`config.mk`:
```
export PLATFORM = sky130hd
export DESIGN_NAME = main_control_fsm_flat
export DESIGN_NICKNAME = d
export VERILOG_FILES = /design/src/rtl/main_control_fsm_pkg.sv /design/src/rtl/main_control_fsm_if.sv /design/src/rtl/main_control_fsm_mem_wait_timer.sv /design/src/rtl/main_control_fsm.sv /design/src/flat_wrapper.sv
export SDC_FILE = /design/constraint.sdc
export NUM_CORES = 1
export LEC_CHECK = 0
export CORE_MARGIN = 2
export CORE_UTILIZATION = 48
export CTS_BUF_LIST = sky130_fd_sc_hd__clkbuf_8
export DETAILED_ROUTE_END_ITERATION = 10
export PLACE_DENSITY = 0.87
export SYNTH_ARGS = -nofsm -noshare
export SYNTH_HDL_FRONTEND = slang
export SYNTH_SLANG_ARGS = --single-unit
```
`constraint.sdc`:
```
create_clock -name clk -period 3.8 [get_ports clk]
set_input_delay 0.76 -clock clk [delete_from_list [all_inputs] [get_ports clk]]
set_output_delay 0.76 -clock clk [all_outputs]
set_load 0.02 [all_outputs]
```
`src/rtl/main_control_fsm_pkg.sv`:
```
// Shared types and encodings for the multicycle RV32 main control unit.
package ctrl_pkg;

  localparam int unsigned STATE_W = 4;
  localparam int unsigned OPC_W   = 7;
  localparam int unsigned SEL_W   = 2;

  typedef enum logic [STATE_W-1:0] {
    FETCH    = 4'd0,
    DECODE   = 4'd1,
    MEMADR   = 4'd2,
    MEMREAD  = 4'd3,
    MEMWB    = 4'd4,
    MEMWRITE = 4'd5,
    EXECR    = 4'd6,
    ALUWB    = 4'd7,
    BEQ      = 4'd8,
    FAULT    = 4'd9
  } state_t;

  localparam logic [OPC_W-1:0] OP_LW  = 7'b0000011;
  localparam logic [OPC_W-1:0] OP_SW  = 7'b0100011;
  localparam logic [OPC_W-1:0] OP_R   = 7'b0110011;
  localparam logic [OPC_W-1:0] OP_BEQ = 7'b1100011;

  localparam logic [1:0] ALUOP_ADD   = 2'b00;
  localparam logic [1:0] ALUOP_SUB   = 2'b01;
  localparam logic [1:0] ALUOP_FUNCT = 2'b10;

  localparam logic [SEL_W-1:0] SRCA_PC    = 2'b00;
  localparam logic [SEL_W-1:0] SRCA_OLDPC = 2'b01;
  localparam logic [SEL_W-1:0] SRCA_RS1   = 2'b10;

  localparam logic [SEL_W-1:0] SRCB_RS2  = 2'b00;
  localparam logic [SEL_W-1:0] SRCB_IMM  = 2'b01;
  localparam logic [SEL_W-1:0] SRCB_FOUR = 2'b10;

  localparam logic [SEL_W-1:0] RES_ALUOUT  = 2'b00;
  localparam logic [SEL_W-1:0] RES_MEMDATA = 2'b01;
  localparam logic [SEL_W-1:0] RES_ALU     = 2'b10;

  localparam logic ADR_PC     = 1'b0;
  localparam logic ADR_RESULT = 1'b1;

  // States that block on the memory handshake and are covered by the timeout.
  function automatic logic is_wait_state(state_t s);
    return (s == FETCH) || (s == MEMREAD) || (s == MEMWRITE);
  endfunction

endpackage

```
`src/rtl/main_control_fsm_if.sv`:
```
// Control bundle between the main control FSM (master) and the datapath (slave).
interface main_control_fsm_if #(
  parameter int unsigned N = 4
);
  import ctrl_pkg::*;

  logic [OPC_W-1:0] opcode;
  logic             mem_ready;
  logic [N-3:0]     alu_op;
  logic [SEL_W-1:0] alu_src_a;
  logic [SEL_W-1:0] alu_src_b;
  logic [SEL_W-1:0] result_src;
  logic             adr_src;
  logic             mem_read;
  logic             mem_write;
  logic             ir_write;
  logic             pc_write;
  logic             branch;
  logic             reg_write;
  logic             fault;

  modport master (
    input  opcode, mem_ready,
    output alu_op, alu_src_a, alu_src_b, result_src, adr_src,
           mem_read, mem_write, ir_write, pc_write, branch, reg_write, fault
  );

  modport slave (
    output opcode, mem_ready,
    input  alu_op, alu_src_a, alu_src_b, result_src, adr_src,
           mem_read, mem_write, ir_write, pc_write, branch, reg_write, fault
  );
endinterface

```
`src/rtl/main_control_fsm_mem_wait_timer.sv`:
```
// Counts stalled cycles in a memory-wait state and flags when the limit is reached.
module mem_wait_timer #(
  parameter int unsigned WAIT_LIMIT = 15
) (
  input  logic clk,
  input  logic rst,
  input  logic clear_i,
  input  logic count_i,
  output logic at_limit_o
);
  localparam int unsigned CNT_W = $clog2(WAIT_LIMIT + 1);

  logic [CNT_W-1:0] cnt_q, cnt_d;

  // Clear has priority so a state change never carries a stale count.
  always_comb begin
    cnt_d = cnt_q;
    if (clear_i)      cnt_d = '0;
    else if (count_i) cnt_d = cnt_q + CNT_W'(1);
  end

  always_ff @(posedge clk) begin
    if (rst) cnt_q <= '0;
    else     cnt_q <= cnt_d;
  end

  assign at_limit_o = (cnt_q == CNT_W'(WAIT_LIMIT));

endmodule

```
`src/rtl/main_control_fsm.sv`:
```
// Multicycle main control unit for lw/sw/R-type/beq with memory-timeout fault detection.
module main_control_fsm
  import ctrl_pkg::*;
#(
  parameter int unsigned N          = 4,
  parameter int unsigned WAIT_LIMIT = 15
) (
  input  logic                 clk,
  input  logic                 rst,
  main_control_fsm_if.master   bus,
  output logic [STATE_W-1:0]   state_o
);
  localparam int unsigned ALU_W = N - 2;

  state_t state_q, state_d;
  logic   at_limit;

  mem_wait_timer #(.WAIT_LIMIT(WAIT_LIMIT)) u_timer (
    .clk        (clk),
    .rst        (rst),
    .clear_i    (state_d != state_q),
    .count_i    (is_wait_state(state_q) && !bus.mem_ready),
    .at_limit_o (at_limit)
  );

  always_ff @(posedge clk) begin
    if (rst) state_q <= FETCH;
    else     state_q <= state_d;
  end

  // Next state; mem_ready wins over an expiring wait limit.
  always_comb begin
    state_d = state_q;
    case (state_q)
      FETCH: begin
        if (bus.mem_ready) state_d = DECODE;
        else if (at_limit) state_d = FAULT;
      end
      DECODE: begin
        case (bus.opcode)
          OP_LW, OP_SW: state_d = MEMADR;
          OP_R:         state_d = EXECR;
          OP_BEQ:       state_d = BEQ;
          default:      state_d = FAULT;
        endcase
      end
      MEMADR:   state_d = (bus.opcode == OP_LW) ? MEMREAD : MEMWRITE;
      MEMREAD: begin
        if (bus.mem_ready) state_d = MEMWB;
        else if (at_limit) state_d = FAULT;
      end
      MEMWB:    state_d = FETCH;
      MEMWRITE: begin
        if (bus.mem_ready) state_d = FETCH;
        else if (at_limit) state_d = FAULT;
      end
      EXECR:    state_d = ALUWB;
      ALUWB:    state_d = FETCH;
      BEQ:      state_d = FETCH;
      FAULT:    state_d = FAULT;
      default:  state_d = FAULT;
    endcase
  end

  // Moore decode; only the FETCH load strobes look at mem_ready. Reset forces all quiet.
  always_comb begin
    bus.alu_op     = ALU_W'(ALUOP_ADD);
    bus.alu_src_a  = SRCA_PC;
    bus.alu_src_b  = SRCB_RS2;
    bus.result_src = RES_ALUOUT;
    bus.adr_src    = ADR_PC;
    bus.mem_read   = 1'b0;
    bus.mem_write  = 1'b0;
    bus.ir_write   = 1'b0;
    bus.pc_write   = 1'b0;
    bus.branch     = 1'b0;
    bus.reg_write  = 1'b0;
    bus.fault      = 1'b0;
    if (!rst) begin
      case (state_q)
        FETCH: begin
          bus.mem_read   = 1'b1;
          bus.alu_src_b  = SRCB_FOUR;
          bus.result_src = RES_ALU;
          bus.ir_write   = bus.mem_ready;
          bus.pc_write   = bus.mem_ready;
        end
        DECODE: begin
          bus.alu_src_a = SRCA_OLDPC;
          bus.alu_src_b = SRCB_IMM;
        end
        MEMADR: begin
          bus.alu_src_a = SRCA_RS1;
          bus.alu_src_b = SRCB_IMM;
        end
        MEMREAD: begin
          bus.adr_src  = ADR_RESULT;
          bus.mem_read = 1'b1;
        end
        MEMWB: begin
          bus.result_src = RES_MEMDATA;
          bus.reg_write  = 1'b1;
        end
        MEMWRITE: begin
          bus.adr_src   = ADR_RESULT;
          bus.mem_write = 1'b1;
        end
        EXECR: begin
          bus.alu_src_a = SRCA_RS1;
          bus.alu_op    = ALU_W'(ALUOP_FUNCT);
        end
        ALUWB:   bus.reg_write = 1'b1;
        BEQ: begin
          bus.alu_src_a = SRCA_RS1;
          bus.alu_op    = ALU_W'(ALUOP_SUB);
          bus.branch    = 1'b1;
        end
        FAULT:   bus.fault = 1'b1;
        default: bus.fault = 1'b1;
      endcase
    end
  end

  assign state_o = state_q;

endmodule
```
`src/flat_wrapper.sv`:
```
// flat-port wrapper written by rule: the top's interface ports become plain ports
module main_control_fsm_flat import ctrl_pkg::*;
#(
  parameter int unsigned N          = 4,
  parameter int unsigned WAIT_LIMIT = 15
)
  (clk, rst, state_o, bus_opcode, bus_mem_ready, bus_alu_op, bus_alu_src_a, bus_alu_src_b, bus_result_src, bus_adr_src, bus_mem_read, bus_mem_write, bus_ir_write, bus_pc_write, bus_branch, bus_reg_write, bus_fault);
  main_control_fsm_if #(.N(N)) bus_i ();
  input  logic clk;
  input  logic rst;
  output logic [STATE_W-1:0] state_o;
  input wire logic [$bits(bus_i.opcode)-1:0] bus_opcode;
  input wire logic [$bits(bus_i.mem_ready)-1:0] bus_mem_ready;
  output wire logic [$bits(bus_i.alu_op)-1:0] bus_alu_op;
  output wire logic [$bits(bus_i.alu_src_a)-1:0] bus_alu_src_a;
  output wire logic [$bits(bus_i.alu_src_b)-1:0] bus_alu_src_b;
  output wire logic [$bits(bus_i.result_src)-1:0] bus_result_src;
  output wire logic [$bits(bus_i.adr_src)-1:0] bus_adr_src;
  output wire logic [$bits(bus_i.mem_read)-1:0] bus_mem_read;
  output wire logic [$bits(bus_i.mem_write)-1:0] bus_mem_write;
  output wire logic [$bits(bus_i.ir_write)-1:0] bus_ir_write;
  output wire logic [$bits(bus_i.pc_write)-1:0] bus_pc_write;
  output wire logic [$bits(bus_i.branch)-1:0] bus_branch;
  output wire logic [$bits(bus_i.reg_write)-1:0] bus_reg_write;
  output wire logic [$bits(bus_i.fault)-1:0] bus_fault;
  assign bus_i.opcode = bus_opcode;
  assign bus_i.mem_ready = bus_mem_ready;
  assign bus_alu_op = bus_i.alu_op;
  assign bus_alu_src_a = bus_i.alu_src_a;
  assign bus_alu_src_b = bus_i.alu_src_b;
  assign bus_result_src = bus_i.result_src;
  assign bus_adr_src = bus_i.adr_src;
  assign bus_mem_read = bus_i.mem_read;
  assign bus_mem_write = bus_i.mem_write;
  assign bus_ir_write = bus_i.ir_write;
  assign bus_pc_write = bus_i.pc_write;
  assign bus_branch = bus_i.branch;
  assign bus_reg_write = bus_i.reg_write;
  assign bus_fault = bus_i.fault;
  main_control_fsm #(.N(N), .WAIT_LIMIT(WAIT_LIMIT)) u_core (.clk(clk), .rst(rst), .bus(bus_i), .state_o(state_o));
endmodule
```
==> metrics.csv <==
stage,metric,value,unit
synth,Yosys warnings,0,
setup_path,slowest CP cell,clkdlybuf4s50_1,
detailed_routing,Initial DRC Count,19,
power_and_ir_drop,Int Pwr,231,uW
synth,"Cell Area, Synth",766,um2
power_and_ir_drop,Net Sw Power,120,uW
setup_path,CP cell instances,clkdlybuf4s50_1 > or3_1 > nor3_1 > a21o_1 > clkdlybuf4s50_1,
placement,DP HPWL,1470,um
setup_path,worst-case reg-to-reg path depth,6,
detailed_routing,1st-pass router iterations,4,
detailed_routing,Metal-1 WL,781,um
setup_path,Crit Path Category,primary input to output pin,
layout,"Area growth, synth to finish",39.2,%
setup_path,crit end category,output pin,
synth,Synthesized Nets,111,
run_status,outcome,"complete, no violations",
layout,"leading cell types in the layout, fill and taps excluded","29 x clkdlybuf4s50_1, 12 x nor2_1, 12 x nor3_1, 8 x dfxtp_1",
grt,GRT Total Usage,0.197,
layout,Finished Layout Cells,140,
grt,total gr overflow,0,
clock_tree,# resized after CTS,0,
placement,cell count after placement,137,
power_and_ir_drop,sw frac,0.341,
timing,Final period util,0.882,
timing,min Tclk post-route,3.35,ns
synth,Mapped Avg Cell Area,7.66,um2
grt,number of global-route vias before repair,709,
layout,most common library cell in the layout ignoring fill and taps,clkdlybuf4s50_1,
setup_path,Max stage delay on crit path,0.59,ns
floorplanning,Die ar.,0.00193,mm2
synth,synth top area cells,"dfxtp_1 21%, nor3_1 7.8%, nor2_1 5.9%, nand2b_1 4.1%, xnor2_1 3.4%",
synth,Synth Flop Type,dfxtp_1,
timing,Fin Setup TNS,0,ns
floorplanning,Starting Density,0.508,
synth,asr flop ratio synth,0,
clock_tree,CTS tree,done,
clock_tree,clk_lat worst skew,0.23,ns
clock_tree,CTS root buf,clkbuf_8,
run,Max Cap Viol,0,
setup_path,startpoint types,primary input,
min_path,hold crit path type,flip-flop to flip-flop,
setup_path,CP arrival,2.59,ns
grt,initial antenna violation count,0,
clock_tree,Clock Path Buffers,2,
setup_path,worst reg2reg setup slack,1.49,ns
power_and_ir_drop,Clk pwr share,0.284,
floorplanning,Die Ht,43.9,um
setup_path,Stages on worst setup path,5,
timing,PnR worst setup slack,0.450,ns
detailed_routing,uppermost layer routed,met4,
detailed_routing,WL final,1880,um
power_and_ir_drop,Sequential Power Share,0.296,
detailed_routing,drt via density,5.94,
detailed_routing,DRC viols,0,
clock_tree,hold_buf cts,0,
floorplanning,area of the core,0.00151,mm2
floorplanning,# IOs,30,
setup_path,crit path launch,rst,
detailed_routing,routed vias,831,
synth,Syn Inst Count,100,
power_and_ir_drop,VDD IR-drop max,0.269,mV
clock_tree,clk sinks,8,
timing,final setup fails,0,
synth,#FFs+latches synth,8,
power_and_ir_drop,Pleak,0.000399,uW
setup_path,reg2reg start,u_core.state_o[2]$_SDFF_PP0_,
synth,Netlist cell types,40,
detailed_routing,antenna-violating nets left,0,
timing,highest clock rate,298,MHz
grt,largest net degree at the start of global routing,20,
setup_path,Worst Path Buf+Inv,2,
detailed_routing,drt wl/cell,13.4,um
setup_path,RR Endpoint,u_core.u_timer.cnt_q[2]$_SDFFE_PP0P_,
timing,Setup Skew,0.00403,ns
timing,Tightest Pin Transition,0.641,ns
min_path,hold path start,u_core.u_timer.cnt_q[1]$_SDFFE_PP0P_,
floorplanning,DIE WIDTH,43.9,um
placement,placer congestion estimate,0.870,
setup_path,worst-path fanout max,4,
grt,first-pass GRT wire length,2930,um
min_path,hold path depth,2,
placement,post-place setup slack,0.442,ns
timing,worst hold slack,0.551,ns
power_and_ir_drop,PwrDens,329,mW/mm2
clock_tree,postcts setup bufs,0,
setup_path,"Largest delay share family, worst path",buffers and inverters,
min_path,WHS Endpoint,u_core.u_timer.cnt_q[1]$_SDFFE_PP0P_,
detailed_routing,met3 wire len,145,um
layout,fin nets,137,
timing,Slew HR,0.572,
synth,Synth top area share,0.209,
detailed_routing,wire length on met2,934,um
synth,Post-synth EDFFs,0,
clock_tree,total CTS buffers,3,
floorplanning,FP Rows,14,
setup_path,cell mode on critical path,clkdlybuf4s50_1,
clock_tree,clock slew at reported path FFs,0.04,ns
setup_path,required time worst endpoint,3.04,ns
synth,biggest area consumer among synthesized cells,dfxtp_1,
synth,sequential-to-total area share from yosys stat,0.209,
placement,port bufs,29,
layout,share of cells above drive strength 1,0.0806,
clock_tree,H-tree depth,1,
power_and_ir_drop,Combinational Power Share,0.420,
layout,n_diodes,0,
timing,RSZ-0062 raised after global routing,false,
timing,"Hold Violations, Final",0,
timing,Final Max Tran Viols,0,
[state kept, by name, summed over array words and instances (netlist names)]
signal,count
u_core.u_timer.cnt_q,4
u_core.state_o,4
[final cells by class]
type                    instances  area (um2)
inverters                       5        18.8
clock buffers                   3        41.3
fillers                       123         440
multi-input cells              78         528
flip-flops and latches          8         160
repair buffers                 30         298
well taps                      16        20.0
[through the flow]
step            util  total power (uW)  cell area (um2)
2_1_floorplan      -               204              766
3_3_place_gp   0.680               248             1020
3_5_place_dp   0.680               252             1020
4_1_cts        0.708               354             1070
5_1_grt        0.708               369             1070
6_report       0.708               351             1070
[worst min-delay path, delay by kind of cell (launching register included)]
kind	cells	cell delay (ns)
DFF	1	0.31
muxes	1	0.13
and+or+nand+nor	1	0.06
[kinds of logic (layout without fill, tap and decap cells)]
logic type	count (synthesis)	count (layout)	synth area share
and+or+nand+nor	49	49	0.366
muxes	2	2	0.0261
adders and majority gates	1	1	0.0163
DFF	8	8	0.209
AOI/OAI and AO/OA	20	20	0.212
xor gates and xnor gates	6	6	0.0686
buffers and inverters	14	38	0.101
[per-layer routing]
layer  vias to the layer above  global-route usage
li1                        415                   -
met1                       379               0.217
met2                        35               0.356
met3                         2              0.0292
met4                         0               0.109
met5                         -                   0
[cells in the mapped netlist (all sizes together), types with 2 or more instances]
cell / n
a21oi: 3
nor3: 12
xor2: 3
o31ai: 3
nor4: 2
buf: 6
and2: 2
xnor2: 3
mux2i: 2
nand2: 4
inv: 5
or4b: 2
o21ai: 3
clkbuf: 3
nor2: 12
nor2b: 2
nand2b: 5
or3: 2
dfxtp: 8
nand3: 2
[how the worst max path moves through the flow]
stage | endpoint | slack, ns
2_1_floorplan | bus_pc_write | 0.89
3_3_place_gp | bus_alu_src_a[1] | 0.53
3_5_place_dp | bus_alu_src_a[1] | 0.44
4_1_cts | bus_alu_src_a[1] | 0.44
5_1_grt | bus_alu_src_a[1] | 0.36
6_report | bus_alu_src_a[1] | 0.45
[power by group through the flow]
stage               Sequential (uW)  Clock, uW  Combinational (uW)
floorplan                       100          0                 104
global placement                105          0                 143
detailed placement              105          0                 147
CTS                             104        103                 148
global route                    105        106                 157
finish                          104       99.6                 147
Power figures use the tool's default switching activity.
==> RTL edit: new RTL, same flow settings <==
The package constant `SEL_W` goes from 2 to 3.
--- a/src/rtl/main_control_fsm_pkg.sv
+++ b/src/rtl/main_control_fsm_pkg.sv
@@ -4,5 +4,5 @@
   localparam int unsigned STATE_W = 4;
   localparam int unsigned OPC_W   = 7;
-  localparam int unsigned SEL_W   = 2;
+  localparam int unsigned SEL_W   = 3;
 
   typedef enum logic [STATE_W-1:0] {
Ports: changed (resized bus_alu_src_a, bus_alu_src_b and bus_result_src); port bits go from 30 to 33. No check against the original RTL was run, so the function may have changed too.
==> RTL edit against the unedited design <==
Register-to-register slack lost 0.02 ns; setup slack lost 0.045 ns; synthesized area grew 3.4%; design area grew 1.1%; sequential cell count is the same; via count grew 0.60%; global-route usage grew 3.0 points; routed wire length grew 7.7%; total power grew 1.5%; die area grew 3.1%; critical path type unchanged; highest routed layer unchanged.
==> RTL edit: results (changes against the unedited design) <==
INFO  yosys          yosys.cell_types.count=41 [+2.5%]
INFO  global_route   global_route.usage.total=22.7% [+3.0 points]
INFO  placement      dp_slack=0.412ns [-0.0303 ns]
INFO  placement      portBuffers=29 [unchanged]
INFO  pwr            leakagePower=0.000408µW [+2.4%]
INFO  detailed_routing detailedRoute.firstIterationViolations=21 [+2]
INFO  clock_network  cts-buffers-inserted=3 [unchanged]
INFO  global_route   grt_pass1_vias=809 [+14%]
INFO  worst_hold_path hold-path-cell-count=2 [unchanged]
INFO  global_route   grt_first_pass_wirelength=3320µm [+13%]
INFO  global_route   grt_start_max_net_pins=20 [unchanged]
INFO  cells_and_area filler_cell_count=134 [+8.9%]
INFO  worst_hold_path min_delay_worst_endpoint=u_core.u_timer.cnt_q[1]
INFO  yosys          synth_commonest_cells=sky130_fd_sc_hd__nor2_1, sky130_fd_sc_hd__nor3_1, sky130_fd_sc_hd__dfxtp_1
INFO  pwr            switchingPower=125µW [+4.1%]
INFO  pwr            vdd_ir_drop_max=0.283mV [+5.4%]
INFO  clock_network  clock_input_transition_at_the_sequential_cells_of_the_worst_setup_and_hold_paths=0.04ns [about the same]
INFO  worst_hold_path hold_class=flip-flop to flip-flop
INFO  global_route   antenna_found_initial=0 [unchanged]
INFO  cells_and_area finalNetCount=140 [+2.2%]
INFO  detailed_routing drt-total-wl=2030µm [+7.7%]
INFO  placement      hpwlAfterDp=1570µm [+7.1%]
INFO  critical_path  worstRegToRegCells=6 [unchanged]
INFO  global_route   grt_overflow_total=0 [unchanged]
INFO  timing         timing.max_slew.rel_slack=58.0% [+0.81 points]
INFO  clock_network  clkLatencyLatePin=0.23ns [about the same]
INFO  timing         final.setup_skew=0.00497ns [+0.000937 ns]
INFO  yosys          ys_top_cells_by_area=sky130_fd_sc_hd__dfxtp_1, sky130_fd_sc_hd__nor3_1, sky130_fd_sc_hd__nor2_1
INFO  placement      placer_s_final_routability_congestion_estimate=0.889 [+2.1%]
INFO  critical_path  worst_r2r_endpoint=u_core.u_timer.cnt_q[0]
INFO  cells_and_area drive_gt1_share=7.87% [-0.19 points]
INFO  run_status     run_status=completed
INFO  critical_path  worst-r2r-setup-slack=1.47ns [-0.02 ns]
INFO  detailed_routing route.detailed.vias_per_inst=5.85 [-1.5%]
INFO  yosys          share_of_synthesized_area_occupied_by_flip_flops_and_latches=20.2% [-0.69 points]
## RTL edit: changes by cell type after synthesis
cell,unedited run,this run
sky130_fd_sc_hd__buf_4,2,5
sky130_fd_sc_hd__conb_1,0,1
## RTL edit: critical path, stage by stage
cell and delay (ns):
sky130_fd_sc_hd__clkdlybuf4s50_1 0.41, sky130_fd_sc_hd__or3_1 0.38, sky130_fd_sc_hd__nor3_1 0.34, sky130_fd_sc_hd__a21o_1 0.14, sky130_fd_sc_hd__clkdlybuf4s50_1 0.60
## RTL edit: power groups by stage
stage,clock network [µW],registers [µW],logic [µW]
after floorplan,0,100,109
after global placement,0,105,146
after detailed placement,0,106,150
after CTS,105,105,150
after global routing,107,106,162
final,102,105,150
## RTL edit: cell type report
| class | instances | share of cell area (%) |
|---|---|---|
| clock buffer | 3 | 3.83 |
| inverter | 5 | 1.74 |
| multi-input combinational | 81 | 50.1 |
| sequential | 8 | 14.9 |
| tap | 16 | 1.86 |
| timing repair buffer | 30 | 27.6 |
## RTL edit: kinds of logic after synthesis
| group | count (synthesis) | share of synthesized area, % |
|---|---|---|
| flops | 8 | 20.2 |
| compound gates | 20 | 20.5 |
| simple gates | 49 | 35.4 |
| other cells | 1 | 0.473 |
| mux | 2 | 2.53 |
| fa+ha+maj | 1 | 1.58 |
| buf+inv | 17 | 12.6 |
| xor+xnor | 6 | 6.64 |
## RTL edit: worst max-delay path by stage
stage	slack (ns)	start	to	cells after the start
global route	0.35	rst	bus_alu_src_a[1]	5
detailed placement	0.41	rst	bus_alu_src_a[1]	5
CTS	0.41	rst	bus_alu_src_a[1]	5
finish	0.40	rst	bus_alu_src_a[1]	5
global placement	0.53	rst	bus_alu_src_a[1]	5
floorplan	0.89	rst	bus_pc_write	4
## RTL edit: through the flow
step | hold WS [ns] | power, µW | cell area (µm²) | cells
6_report | 0.576 | 356 | 1080 | 143
3_5_place_dp | 0.575 | 256 | 1040 | 140
5_1_grt | 0.643 | 375 | 1080 | 143
3_3_place_gp | 0.538 | 251 | 1040 | 140
4_1_cts | 0.582 | 360 | 1080 | 143
2_1_floorplan | 0.526 | 209 | 800 | 106
## RTL edit: per-layer routing
metal	vias up	global-route usage, %	routed length, µm
li1	411	-	-
met1	381	22.4	833
met2	40	42.0	1020
met3	4	4.90	149
met4	0	14.5	27
met5	-	0	0
